`src/rtl/latency_credit_ctrl_pkg.sv`:
```
// Shared constants for the latency/credit controller slice.
package latency_credit_ctrl_pkg;

    // Bits needed to hold values 0..n-1; never narrower than 1 bit.
    function automatic int clog2(input int n);
        int w;
        w = 1;
        while ((1 << w) < n) w++;
        return w;
    endfunction

endpackage

```
`src/rtl/latency_credit_ctrl_sync_fifo.sv`:
```
// Show-ahead synchronous FIFO with non-power-of-two depth and occupancy count.
module sync_fifo
    import latency_credit_ctrl_pkg::*;
#(
    parameter int WIDTH = 8,
    parameter int DEPTH = 5
) (
    input  logic                        clk,
    input  logic                        rst_n,
    input  logic                        clr,
    input  logic                        wr_en,
    input  logic [WIDTH-1:0]            wr_data,
    input  logic                        rd_en,
    output logic [WIDTH-1:0]            rd_data,
    output logic [clog2(DEPTH+1)-1:0]   count,
    output logic                        full
);

    localparam int AW = clog2(DEPTH);
    localparam int CW = clog2(DEPTH+1);

    logic [WIDTH-1:0] mem [DEPTH];
    logic [AW-1:0]    wr_ptr, rd_ptr;
    logic             do_wr, do_rd;

    function automatic logic [AW-1:0] ptr_inc(input logic [AW-1:0] p);
        return (p == AW'(DEPTH-1)) ? '0 : p + 1'b1;
    endfunction

    assign full    = (count == CW'(DEPTH));
    assign do_wr   = wr_en & ~full & ~clr;
    assign do_rd   = rd_en & (count != '0) & ~clr;
    assign rd_data = mem[rd_ptr];

    always_ff @(posedge clk or negedge rst_n) begin
        if (!rst_n) begin
            wr_ptr <= '0;
            rd_ptr <= '0;
            count  <= '0;
        end else if (clr) begin
            wr_ptr <= '0;
            rd_ptr <= '0;
            count  <= '0;
        end else begin
            if (do_wr) wr_ptr <= ptr_inc(wr_ptr);
            if (do_rd) rd_ptr <= ptr_inc(rd_ptr);
            count <= count + CW'(do_wr) - CW'(do_rd);
        end
    end

    // Storage carries no reset; contents are only visible once counted.
    always_ff @(posedge clk) begin
        if (do_wr) mem[wr_ptr] <= wr_data;
    end

endmodule

```
`src/rtl/latency_credit_ctrl.sv`:
```
// Credit-based launch control for a fixed-latency datapath feeding a show-ahead output buffer.
module latency_credit_ctrl
    import latency_credit_ctrl_pkg::*;
#(
    parameter int WIDTH   = 8,
    parameter int LATENCY = 3,
    parameter int DEPTH   = 5
) (
    input  logic                        clk,
    input  logic                        rst_n,
    input  logic                        s_valid,
    output logic                        s_ready,
    input  logic                        flush,
    output logic                        dp_en,
    input  logic [WIDTH-1:0]            dp_dout,
    output logic                        m_valid,
    input  logic                        m_ready,
    output logic [WIDTH-1:0]            m_data,
    output logic [clog2(DEPTH+1)-1:0]   used,
    output logic                        ovf
);

    localparam int CW = clog2(DEPTH+1);

    // vld_pipe[k] is high when a launch happened k cycles ago.
    logic [LATENCY:1] vld_pipe;
    logic             wr, pop, full;
    logic [CW-1:0]    fifo_count;
    logic [CW-1:0]    next_used;

    assign dp_en   = s_valid & s_ready & ~flush;
    assign m_valid = (fifo_count != '0);
    assign pop     = m_valid & m_ready & ~flush;
    assign wr      = vld_pipe[LATENCY] & ~flush;

    always_comb begin
        next_used = used;
        if (flush) next_used = '0;
        else       next_used = used + CW'(dp_en) - CW'(pop);
    end

    always_ff @(posedge clk or negedge rst_n) begin
        if (!rst_n) begin
            vld_pipe <= '0;
            used     <= '0;
            s_ready  <= 1'b0;
            ovf      <= 1'b0;
        end else begin
            used    <= next_used;
            s_ready <= (next_used < CW'(DEPTH)) & ~flush;
            if (wr && full) ovf <= 1'b1;
            if (flush) begin
                vld_pipe <= '0;
            end else begin
                vld_pipe[1] <= dp_en;
                for (int k = 2; k <= LATENCY; k++) vld_pipe[k] <= vld_pipe[k-1];
            end
        end
    end

    sync_fifo #(
        .WIDTH (WIDTH),
        .DEPTH (DEPTH)
    ) u_fifo (
        .clk     (clk),
        .rst_n   (rst_n),
        .clr     (flush),
        .wr_en   (wr),
        .wr_data (dp_dout),
        .rd_en   (pop),
        .rd_data (m_data),
        .count   (fifo_count),
        .full    (full)
    );

endmodule

```
`config.mk`:
```
export PLATFORM = sky130hd
export DESIGN_NAME = latency_credit_ctrl
export DESIGN_NICKNAME = d
export VERILOG_FILES = /design/src/rtl/latency_credit_ctrl_pkg.sv /design/src/rtl/latency_credit_ctrl_sync_fifo.sv /design/src/rtl/latency_credit_ctrl.sv
export SDC_FILE = /design/constraint.sdc
export NUM_CORES = 1
export LEC_CHECK = 0
export BUFFER_PORTS_ARGS = -buffer_cell sky130_fd_sc_hd__clkbuf_2
export CAP_MARGIN = 10
export CORE_ASPECT_RATIO = 1.4
export CORE_MARGIN = 2
export CORE_UTILIZATION = 40
export CTS_BUF_LIST = sky130_fd_sc_hd__clkbuf_4
export CTS_CLUSTER_DIAMETER = 40
export DETAILED_ROUTE_END_ITERATION = 6
export PLACE_DENSITY_LB_ADDON = 0.15
export SKIP_CTS_REPAIR_TIMING = 1
export SLEW_MARGIN = 25
export SYNTH_ARGS = -nofsm -noshare
export SYNTH_HDL_FRONTEND = slang
export SYNTH_SLANG_ARGS = --single-unit
```
`constraint.sdc`:
```
create_clock -name clk -period 2.55 [get_ports clk]
set_input_delay 0.765 -clock clk [delete_from_list [all_inputs] [get_ports clk]]
set_output_delay 0.765 -clock clk [all_outputs]
set_load 0.05 [all_outputs]
```
==> impl_results.md <==
- Largest net degree at the start of global routing: 18
- Clock Root Buffer: clkbuf_4
- Critical path class: flip-flop to primary output
- Commonest non-fill, non-tap cell in the layout: edfxtp_1
- DR vias/cell: about 5
- Clk slew on worst S/H paths: roughly 100 ps
- Buffers on Ports: 27
- Lkg Pwr: approximately 1.1 nW
- Reg-to-reg startpoint: u_fifo.count[1]$_DFF_PN0_
- Die area: between 6000 and 7000 um2
- Worst-skew pair later-pin latency: 400 ps
- Synthesized area per cell: 15.9 um2
- # IOs: 28
- Primary FF master, synth: edfxtp_1
- Total number of vias: 1353
- Synth async-reset ratio: 29.8%
- Fin crit period: between 2000 and 3000 ps
- H-tree Lvls: 3
- DIE HEIGHT: roughly 96 um
- Reg2Reg Setup Slack: 280 ps
- Power per cell area: approximately 800 nW/um2
- Site Rows: 33
- Status: finished, violations left
- Cells after synthesis: approximately 150
- Drt first pass iters: 4
- Synthesized Nets: 176
- Peak supply drop: approximately 330 uV
- Seq/Total Area, Yosys: roughly two thirds
- Hold/Removal Path Class: primary input to async pin
- Yosys Warn Count: 0
- Max-Cap Viols: 0
- Total core area: ~6000 um2
- Final worst slack: -111 ps
- Initial core utilization: roughly two fifths
- Share of layout cells above drive strength 1: a little under two fifths
- Fin cells: ~280
- CTS tree: done
- Routed WL per cell: 16.2 um
- Commonest cells after routing, fill and taps aside: edfxtp_1, clkbuf_2, dfrtp_1
- First-pass GRT wire length: around 7.2 mm
- Num CTS Buffers: 9
- Total of flip-flops plus latches after synthesis: 57
- Slew of the pin with the lowest slew margin: a little under 500 ps
- Die W: 69.9 um
- GRT Resource Usage Total: ~15%
- WP data required: ~1800 ps
- Clk sink count: 57
- Failing checks: setup timing
- Peak fanout along the critical path: 6
- Synth-to-Final Area Change: 20.6%
- FF-to-FF End: s_ready$_DFF_PN0_
- Hold_ws: around 300 ps
- HPWL after DPL: about 3.2 mm
- Final Hold Viols: 0
- RSZ-0062 raised after global routing: yes
- Initial antenna violation count: 0
- Antenna Cells: 0
- Dpl cell area: 2740 um2
- Final wirelength: about 4.5 mm
- Final layout net count: roughly 220
- Reg2reg path depth: 9
- Drt drc: 0
- DP Cell Count: approximately 260
- Setup violation total in the final timing report: 7
- RD Place Congestion: 0.727
- Final worst path period share: 104%
- CP Launch Type: flip-flop
- Fmax: between 0.3 and 0.4 GHz
- Mapped cell area: ~2400 um2
- CTS Buffer Depth: 2
- Max-slew headroom: 66.9%
- Grt total ovfl: 0
- Slew Viols, Final: 0
- Design area: 2930 um2
- EDFF count, synth: 40
- Vias in the first global route: around 1400
- Initial drt markers: just over 50
- Clock skew: about 14 ps
- Routed Antenna Nets: 0
- Worst setup EP type: primary output
- Design Power: approximately 2.4 mW
- Crit path arrival time: between 1500 and 2000 ps
- Synth unique cells: 32
## synthesized netlist by cell type (all sizes together), types with 2 or more instances
cell type	count	share of area (%)
edfxtp	40	49
dfrtp	17	18
inv	11	1.7
nor2	10	1.5
ha	8	4.1
mux2	8	3.7
mux4	8	7.6
a21oi	6	1.2
nor3	6	1.2
nor2b	5	1.3
o21ai	5	1.0
clkbuf	4	0.62
nand2	3	0.46
nand3	3	0.62
fa	2	1.6
or3	2	0.72
xor2	2	0.72
## layout make-up
cell class | count | area [um2]
fillers | 517 | 2940
flip-flops and latches | 57 | 1630
multi-input cells | 80 | 738
repair buffers | 41 | 303
well taps | 70 | 87.6
clock buffers | 9 | 67.6
clock inverters | 7 | 61.3
inverters | 11 | 41.3
## through the flow
stage / util, % / worst slack, ps / TNS (ps)
after floorplan: - / 34.5 / 0
final: 49.9 / -111 / -719
after detailed placement: 46.6 / 109 / 0
after global placement: 46.6 / 167 / 0
after global routing: 49.9 / -191 / -1270
after CTS: 48.8 / -304 / -2130
## report_power, final
group | internal (mW) | switching [mW]
combinational | 0.302 | 0.410
clock | 0.287 | 0.321
sequential | 1.04 | 0.0523
## cell families after synthesis
group	after synthesis	share of synthesized area (%)
adders and majority gates	10	5.77
buffers and inverters	16	2.78
muxes	17	11.7
xor gates and xnor gates	3	1.08
DFF	57	67.0
and+or+nand+nor	35	7.78
AOI/OAI and AO/OA	15	3.92
## metal layers
layer / vias to the layer above / wire [um] / GRT usage [%]
met5: - / 0 / 0
met4: 0 / 44 / 6.73
met3: 4 / 179 / 5.86
met2: 27 / 2500 / 26.0
met1: 660 / 1730 / 15.9
li1: 662 / - / -
## worst max-delay path by stage
stage	from	end	slack [ps]	depth (start not counted)
after floorplan	flush	s_ready$_DFF_PN0_	30	9
after global placement	m_ready	s_ready$_DFF_PN0_	170	10
after detailed placement	m_ready	u_fifo.count[2]$_DFF_PN0_	110	11
after CTS	u_fifo.rd_ptr[0]$_DFFE_PN0P_	m_data[4]	-300	4
after global routing	u_fifo.rd_ptr[0]$_DFFE_PN0P_	m_data[4]	-190	4
final	u_fifo.rd_ptr[0]$_DFFE_PN0P_	m_data[4]	-110	4
## worst max-delay path, stage by stage (launching register included)
cell and delay (ps):
dfrtp_2 430, buf_12 140, mux4_2 490, mux2_2 280, buf_6 150
## registers in the layout (all words and copies together), names as in the netlist
signal         count
u_fifo.wr_ptr      3
ovf                1
vld_pipe           3
u_fifo.count       3
u_fifo.mem        40
used               3
u_fifo.rd_ptr      3
s_ready            1
No activity file was read; power rests on OpenSTA's default activity.
